## src/rtl/dvi_scanout.sv

```systemverilog
// Video scan-out: programmable H/V timing, sequential framebuffer reads, 1/8/24-bit to RGB expansion.
// Latency: counter state to video_*/pixel_rgb/frame_start is READ_LATENCY+1 cycles.
// Backpressure: none; free-running at pixel rate. enable=0 stops only at the end of a frame.
//
// Ports: clk_i/rst_i (async active-high), enable_i run request, fg/bg_color_i for 1-bit pixels,
//        fb_addr_o/fb_data_i framebuffer read port, pixel_rgb_o/video_de_o/video_h_o/video_v_o
//        to the DVI transmitter, vblank_o (undelayed) and frame_start_o for the CPU side.
module dvi_scanout #(
    parameter int H_ACTIVE      = 1024,
    parameter int H_FP          = 24,
    parameter int H_SYNC        = 136,
    parameter int H_BP          = 160,
    parameter int V_ACTIVE      = 768,
    parameter int V_FP          = 3,
    parameter int V_SYNC        = 6,
    parameter int V_BP          = 29,
    parameter bit SYNC_POLARITY = 1'b0,
    parameter int PIXEL_BITS    = 1,
    parameter int READ_LATENCY  = 1,
    parameter int ADDR_W        = 20
) (
    input  logic                  clk_i,
    input  logic                  rst_i,
    input  logic                  enable_i,
    input  logic [23:0]           fg_color_i,
    input  logic [23:0]           bg_color_i,
    output logic [ADDR_W-1:0]     fb_addr_o,
    input  logic [PIXEL_BITS-1:0] fb_data_i,
    output logic [23:0]           pixel_rgb_o,
    output logic                  video_de_o,
    output logic                  video_h_o,
    output logic                  video_v_o,
    output logic                  vblank_o,
    output logic                  frame_start_o
);

    localparam int H_TOTAL = H_ACTIVE + H_FP + H_SYNC + H_BP;
    localparam int V_TOTAL = V_ACTIVE + V_FP + V_SYNC + V_BP;
    // One spare bit of headroom so sync-end bounds equal to the total still fit.
    localparam int H_W = $clog2(H_TOTAL + 1);
    localparam int V_W = $clog2(V_TOTAL + 1);

    localparam logic [H_W-1:0] H_LAST     = H_W'(H_TOTAL - 1);
    localparam logic [H_W-1:0] H_ACT      = H_W'(H_ACTIVE);
    localparam logic [H_W-1:0] H_ACT_LAST = H_W'(H_ACTIVE - 1);
    localparam logic [H_W-1:0] HS_BEG     = H_W'(H_ACTIVE + H_FP);
    localparam logic [H_W-1:0] HS_END     = H_W'(H_ACTIVE + H_FP + H_SYNC);
    localparam logic [V_W-1:0] V_LAST     = V_W'(V_TOTAL - 1);
    localparam logic [V_W-1:0] V_ACT      = V_W'(V_ACTIVE);
    localparam logic [V_W-1:0] V_ACT_LAST = V_W'(V_ACTIVE - 1);
    localparam logic [V_W-1:0] VS_BEG     = V_W'(V_ACTIVE + V_FP);
    localparam logic [V_W-1:0] VS_END     = V_W'(V_ACTIVE + V_FP + V_SYNC);

    if (PIXEL_BITS != 1 && PIXEL_BITS != 8 && PIXEL_BITS != 24) begin : g_bad_pixel_bits
        $error("dvi_scanout: PIXEL_BITS must be 1, 8 or 24");
    end
    if (READ_LATENCY < 1 || READ_LATENCY > 4) begin : g_bad_latency
        $error("dvi_scanout: READ_LATENCY must be 1..4");
    end
    if ((longint'(1) << ADDR_W) < longint'(H_ACTIVE) * longint'(V_ACTIVE)) begin : g_bad_addr_w
        $error("dvi_scanout: ADDR_W too small for the active frame");
    end

    typedef enum logic {ST_STOP, ST_RUN} state_t;

    typedef struct packed {
        logic act;
        logic hs;
        logic vs;
        logic first;
    } ctl_t;

    state_t            state_q, state_d;
    logic [H_W-1:0]    h_q, h_d;
    logic [V_W-1:0]    v_q, v_d;
    logic [ADDR_W-1:0] addr_q, addr_d;

    logic run, h_end, frame_end, last_act;
    ctl_t ctl0;

    assign run       = (state_q == ST_RUN);
    assign h_end     = (h_q == H_LAST);
    assign frame_end = h_end && (v_q == V_LAST);
    assign last_act  = (h_q == H_ACT_LAST) && (v_q == V_ACT_LAST);

    // Stage-0 controls; all forced inactive while stopped.
    assign ctl0.act   = run && (h_q < H_ACT) && (v_q < V_ACT);
    assign ctl0.hs    = run && (h_q >= HS_BEG) && (h_q < HS_END);
    assign ctl0.vs    = run && (v_q >= VS_BEG) && (v_q < VS_END);
    assign ctl0.first = run && (h_q == '0) && (v_q == '0);

    assign vblank_o  = !run || !(v_q < V_ACT);
    assign fb_addr_o = addr_q;

    always_comb begin
        state_d = state_q;
        h_d     = h_q;
        v_d     = v_q;
        addr_d  = addr_q;
        unique case (state_q)
            ST_STOP: begin
                h_d    = '0;
                v_d    = '0;
                addr_d = '0;
                if (enable_i) state_d = ST_RUN;
            end
            ST_RUN: begin
                if (h_end) begin
                    h_d = '0;
                    v_d = (v_q == V_LAST) ? '0 : v_q + V_W'(1);
                end else begin
                    h_d = h_q + H_W'(1);
                end
                // Incremental address: no multiply, wraps to 0 after the last visible pixel.
                if (ctl0.act) addr_d = last_act ? '0 : addr_q + ADDR_W'(1);
                // Stopping only at the frame boundary means a frame is never truncated.
                if (frame_end && !enable_i) state_d = ST_STOP;
            end
            default: state_d = ST_STOP;
        endcase
    end

    always_ff @(posedge clk_i or posedge rst_i) begin
        if (rst_i) begin
            state_q <= ST_STOP;
            h_q     <= '0;
            v_q     <= '0;
            addr_q  <= '0;
        end else begin
            state_q <= state_d;
            h_q     <= h_d;
            v_q     <= v_d;
            addr_q  <= addr_d;
        end
    end

    // Controls delayed to line up with fb_data; the last tap is aligned with the returning word.
    ctl_t dly_q [READ_LATENCY];
    ctl_t tap;
    assign tap = dly_q[READ_LATENCY-1];

    always_ff @(posedge clk_i or posedge rst_i) begin
        if (rst_i) begin
            for (int i = 0; i < READ_LATENCY; i++) dly_q[i] <= '0;
        end else begin
            dly_q[0] <= ctl0;
            for (int i = 1; i < READ_LATENCY; i++) dly_q[i] <= dly_q[i-1];
        end
    end

    logic [23:0] pix_exp;
    if (PIXEL_BITS == 1) begin : g_mono
        assign pix_exp = fb_data_i[0] ? fg_color_i : bg_color_i;
    end else if (PIXEL_BITS == 8) begin : g_rgb332
        // Replicate the high bits so full-scale codes reach 0xFF.
        assign pix_exp = {fb_data_i[7:5], fb_data_i[7:5], fb_data_i[7:6],
                          fb_data_i[4:2], fb_data_i[4:2], fb_data_i[4:3],
                          {4{fb_data_i[1:0]}}};
    end else if (PIXEL_BITS == 24) begin : g_rgb888
        assign pix_exp = fb_data_i[23:0];
    end else begin : g_none
        assign pix_exp = '0;
    end

    logic [23:0] rgb_q;
    logic        de_q, hsync_q, vsync_q, fs_q;

    always_ff @(posedge clk_i or posedge rst_i) begin
        if (rst_i) begin
            rgb_q   <= '0;
            de_q    <= 1'b0;
            hsync_q <= ~SYNC_POLARITY;
            vsync_q <= ~SYNC_POLARITY;
            fs_q    <= 1'b0;
        end else begin
            rgb_q   <= tap.act ? pix_exp : '0;
            de_q    <= tap.act;
            hsync_q <= tap.hs ? SYNC_POLARITY : ~SYNC_POLARITY;
            vsync_q <= tap.vs ? SYNC_POLARITY : ~SYNC_POLARITY;
            fs_q    <= tap.first;
        end
    end

    assign pixel_rgb_o   = rgb_q;
    assign video_de_o    = de_q;
    assign video_h_o     = hsync_q;
    assign video_v_o     = vsync_q;
    assign frame_start_o = fs_q;

endmodule

```

## config.mk

```make
export PLATFORM = sky130hd
export DESIGN_NAME = dvi_scanout
export DESIGN_NICKNAME = d
export VERILOG_FILES = /design/src/rtl/dvi_scanout.sv
export SDC_FILE = /design/constraint.sdc
export NUM_CORES = 1
export LEC_CHECK = 0
export CAP_MARGIN = 10
export CORE_UTILIZATION = 48
export CTS_CLUSTER_DIAMETER = 60
export DETAILED_ROUTE_END_ITERATION = 8
export PLACE_DENSITY = 0.84
export SLEW_MARGIN = 20
export SYNTH_ARGS = -nofsm -noshare
export SYNTH_HDL_FRONTEND = slang
export SYNTH_SLANG_ARGS = --single-unit
```

## constraint.sdc

```tcl
create_clock -name clk_i -period 3.9 [get_ports clk_i]
set_input_delay 1.17 -clock clk_i [delete_from_list [all_inputs] [get_ports clk_i]]
set_output_delay 1.17 -clock clk_i [all_outputs]
set_load 0.01 [all_outputs]
```

==> flow_metrics.env <==
export IMPL_clock_fmax_ghz=0.332
export IMPL_area_growth_pct=34.3
export IMPL_synth_cells=353
export IMPL_fill_cells=588
export IMPL_yosysTopAreaCell="dfrtp_1"
export IMPL_hold_class="flop to flop"
export IMPL_path_delay_family="flip-flops"
export IMPL_syn_nets=412
export IMPL_drv_cap=0
export IMPL_cp_start_kind="flop"
export IMPL_die_area_mm2=0.00809
export IMPL_cpMaxStageDelayCell="dfrtp_1"
export IMPL_slew_viol_final=0
export IMPL_ys_ff_latch=74
export IMPL_crit_type="flop to output pin"
export IMPL_finalSetupViolCount=0
export IMPL_drive_gt1_frac=0.0791
export IMPL_crit_start="run"
export IMPL_grt_pass1_wl_mm=14.9
export IMPL_grt_pass1_vias=2989
export IMPL_clkPwrFrac=0.409
export IMPL_grt_max_degree=28
export IMPL_avgViaCountPerCell=5.49
export IMPL_synth_avg_cell_area_um2=10.5
export IMPL_pwr_share_seq=0.497
export IMPL_yosysSeqAreaShare=0.500
export IMPL_dp_cells=539
export IMPL_finalCritPeriodShare=0.771
export IMPL_setup_tns_ns=0
export IMPL_cts_resized=0
export IMPL_clk_pin_slew_ns=0.08
export IMPL_critPathCaptureType="output pin"
export IMPL_yosysWarnings=0
export IMPL_rows=31
export IMPL_h_tree_depth=3
export IMPL_port_buffers=100
export IMPL_antenna_left=0
export IMPL_dp_hpwl_mm=6.34
export IMPL_power_switching_mw=0.338
export IMPL_drc_errors=0
export IMPL_sw_frac_of_total=0.212
export IMPL_r2r_end="fb_addr_o[9]"
export IMPL_maxSlewHeadroom=0.355
export IMPL_worstHoldEndpoint="video_h_o"
export IMPL_clockRootBuffer="clkbuf_8"
export IMPL_start_util=0.504
export IMPL_r2r_slack_ns=1.56
export IMPL_core_area_mm2=0.00737
export IMPL_critical_path_max_fanout=13
export IMPL_netlist_area_leader_share=0.486
export IMPL_wl_per_cell_um=16.1
export IMPL_hold_viol=0
export IMPL_power_leakage_nw=2.19
export IMPL_rsz0062_at_grt="false"
export IMPL_rr_startpoint="v_q[0]"
export IMPL_n_antenna_cell=0
export IMPL_syn_cell_area_mm2=0.00371
export IMPL_min_period_ns=3.01
export IMPL_power_density_mw_per_mm2=319
export IMPL_fin_cells=554
export IMPL_globalplace_congestion=0.903
export IMPL_holdPathStages=1
export IMPL_vdd_ir_drop_max_mv=0.177
export IMPL_hold_buffers=0
export IMPL_crit_path_max_incr_delay_ns=0.67
export IMPL_status="finished, final reports clean"
export IMPL_wl_mm=8.94
export IMPL_synthArstFlopShare=1.00
export IMPL_drtIter0Drc=132
export IMPL_synth_cell_types=52
export IMPL_grt_usage=0.233
export IMPL_worstHoldStart="dly_q[2]"
export IMPL_first_pass_iters=4
export IMPL_required_ns=2.73
export IMPL_synth_edf_count=0
export IMPL_pwr_share_comb=0.094
export IMPL_tightest_slew_ns=0.964
export IMPL_vias=3042
export IMPL_p_int_mw=1.25
export IMPL_r2r_cells=6
export IMPL_clockBufferDepth=2
export IMPL_cts_buffers=9
export IMPL_antenna_found_initial=0
export IMPL_crit_buf_inv=1
export IMPL_worstPathCellList="nand2_1 -> clkdlybuf4s50_1"
export IMPL_nets=510
export IMPL_worstPathArrival_ns=1.84
export IMPL_clock_skew_ns=0.0109
export IMPL_overflow=0
export IMPL_clk_latency_ns=0.35
export IMPL_yosys_top_cells_area="dfrtp_1 (49%), mux2i_1 (6.5%), nor2b_1 (4.2%), nand2_1 (2.7%), nor2_1 (2.7%)"
export IMPL_cts_sinks=74
export IMPL_io_pins=101
export IMPL_synthFlopType="dfrtp_1"
export IMPL_postCtsSetupBuffers=0
export IMPL_die_x_um=89.9
export IMPL_fp_dieH_um=89.9
export IMPL_cts_tree="done"
-- power by group through the flow --
stage | logic (mW) | registers, mW | clock network, mW
after floorplan | 0.0403 | 0.816 | 0
after global placement | 0.149 | 0.805 | 0
after detailed placement | 0.152 | 0.806 | 0
after CTS | 0.153 | 0.790 | 0.665
after global routing | 0.161 | 0.792 | 0.696
final | 0.150 | 0.790 | 0.650
-- worst max-delay path by stage --
stage                           to  slack [ns]  depth (start not counted)
after global routing      vblank_o        0.82                          2
after CTS                 vblank_o        0.92                          2
after global placement    vblank_o        1.36                          2
final                     vblank_o        0.89                          2
after floorplan           dly_q[0]        0.85                          1
after detailed placement  vblank_o        1.31                          2
-- cell families after synthesis --
| logic type | count (synthesis) | share of synthesized area |
|---|---|---|
| fa+ha+maj | 7 | 0.0236 |
| xor+xnor | 20 | 0.0472 |
| flops | 74 | 0.500 |
| compound gates | 46 | 0.0870 |
| mux | 24 | 0.0647 |
| simple gates | 152 | 0.238 |
| buf+inv | 30 | 0.0394 |
-- registers in the layout, summed over array words and instances (netlist names) --
name	cells
pixel_rgb_o	24
h_q	11
fb_addr_o	20
v_q	10
frame_start_o	1
video_de_o	1
run	1
video_v_o	1
video_h_o	1
dly_q	4
-- synth_stat cells, types with 7 or more instances --
cell and instances:
a21oi_1 9, a31oi_1 13, dfrtp_1 72, ha_1 7
inv_1 14, mux2i_1 24, nand2_1 27, nand3_1 13
nand4_1 13, nor2_1 27, nor2b_1 25, nor3_1 7
o21ai_0 8, xnor2_1 10, xor2_1 10
-- placed cells by master (no fill, tap or decap), drive strengths merged, types with 2 or more instances in the layout --
| master | count |
|---|---|
| bufinv | 2 |
| a211o | 2 |
| o21ai | 10 |
| o21a | 2 |
| a21oi | 9 |
| nor4 | 8 |
| a22o | 2 |
| nand3 | 15 |
| clkinv | 3 |
| nand4bb | 2 |
| dfstp | 2 |
| nand2 | 29 |
| and3 | 6 |
| a31oi | 13 |
| a21boi | 2 |
| nand2b | 5 |
| buf | 3 |
| clkbuf | 10 |
| dfrtp | 72 |
| clkdlybuf4s50 | 100 |
| xnor2 | 10 |
| or4 | 2 |
| nor2 | 27 |
| ha | 7 |
| nor2b | 25 |
| mux2i | 24 |
| nand4 | 13 |
| inv | 14 |
| nor3 | 9 |
| and2 | 3 |
| and4 | 4 |
| xor2 | 10 |
-- worst register-to-register path: cells and delay by family, from the launching register on --
family	cells	cell delay [ns]
simple gates	2	0.23
flops	1	0.43
fa+ha+maj	1	0.31
compound gates	3	1.30
-- cell type report --
cell class	count	area [µm²]	area share
clock inverter	5	78.8	0.0158
inverter	14	52.6	0.0105
clock buffer	10	138	0.0276
timing repair buffer	103	1020	0.205
sequential	74	1850	0.372
tap	99	124	0.0248
multi-input combinational	249	1710	0.344
-- stage by stage --
| stage | power, mW | util | worst slack [ns] | cell area [µm²] | hold slack [ns] |
|---|---|---|---|---|---|
| 2_1_floorplan | 0.857 | - | 0.852 | 3710 | 0.331 |
| 3_3_place_gp | 0.954 | 0.647 | 1.36 | 4760 | 0.332 |
| 3_5_place_dp | 0.958 | 0.647 | 1.31 | 4760 | 0.343 |
| 4_1_cts | 1.61 | 0.676 | 0.915 | 4980 | 0.343 |
| 5_1_grt | 1.65 | 0.676 | 0.823 | 4980 | 0.359 |
| 6_report | 1.59 | 0.676 | 0.892 | 4980 | 0.345 |
-- routing by layer --
layer | track usage | share of wire | wire length, µm
met2 | 0.383 | 0.48 | 4280
met3 | 0.0457 | 0.060 | 533
met1 | 0.302 | 0.45 | 4010
met5 | 0 | 0 | 0
met4 | 0.0968 | 0.013 | 114
No activity file was read; power rests on OpenSTA's default activity.
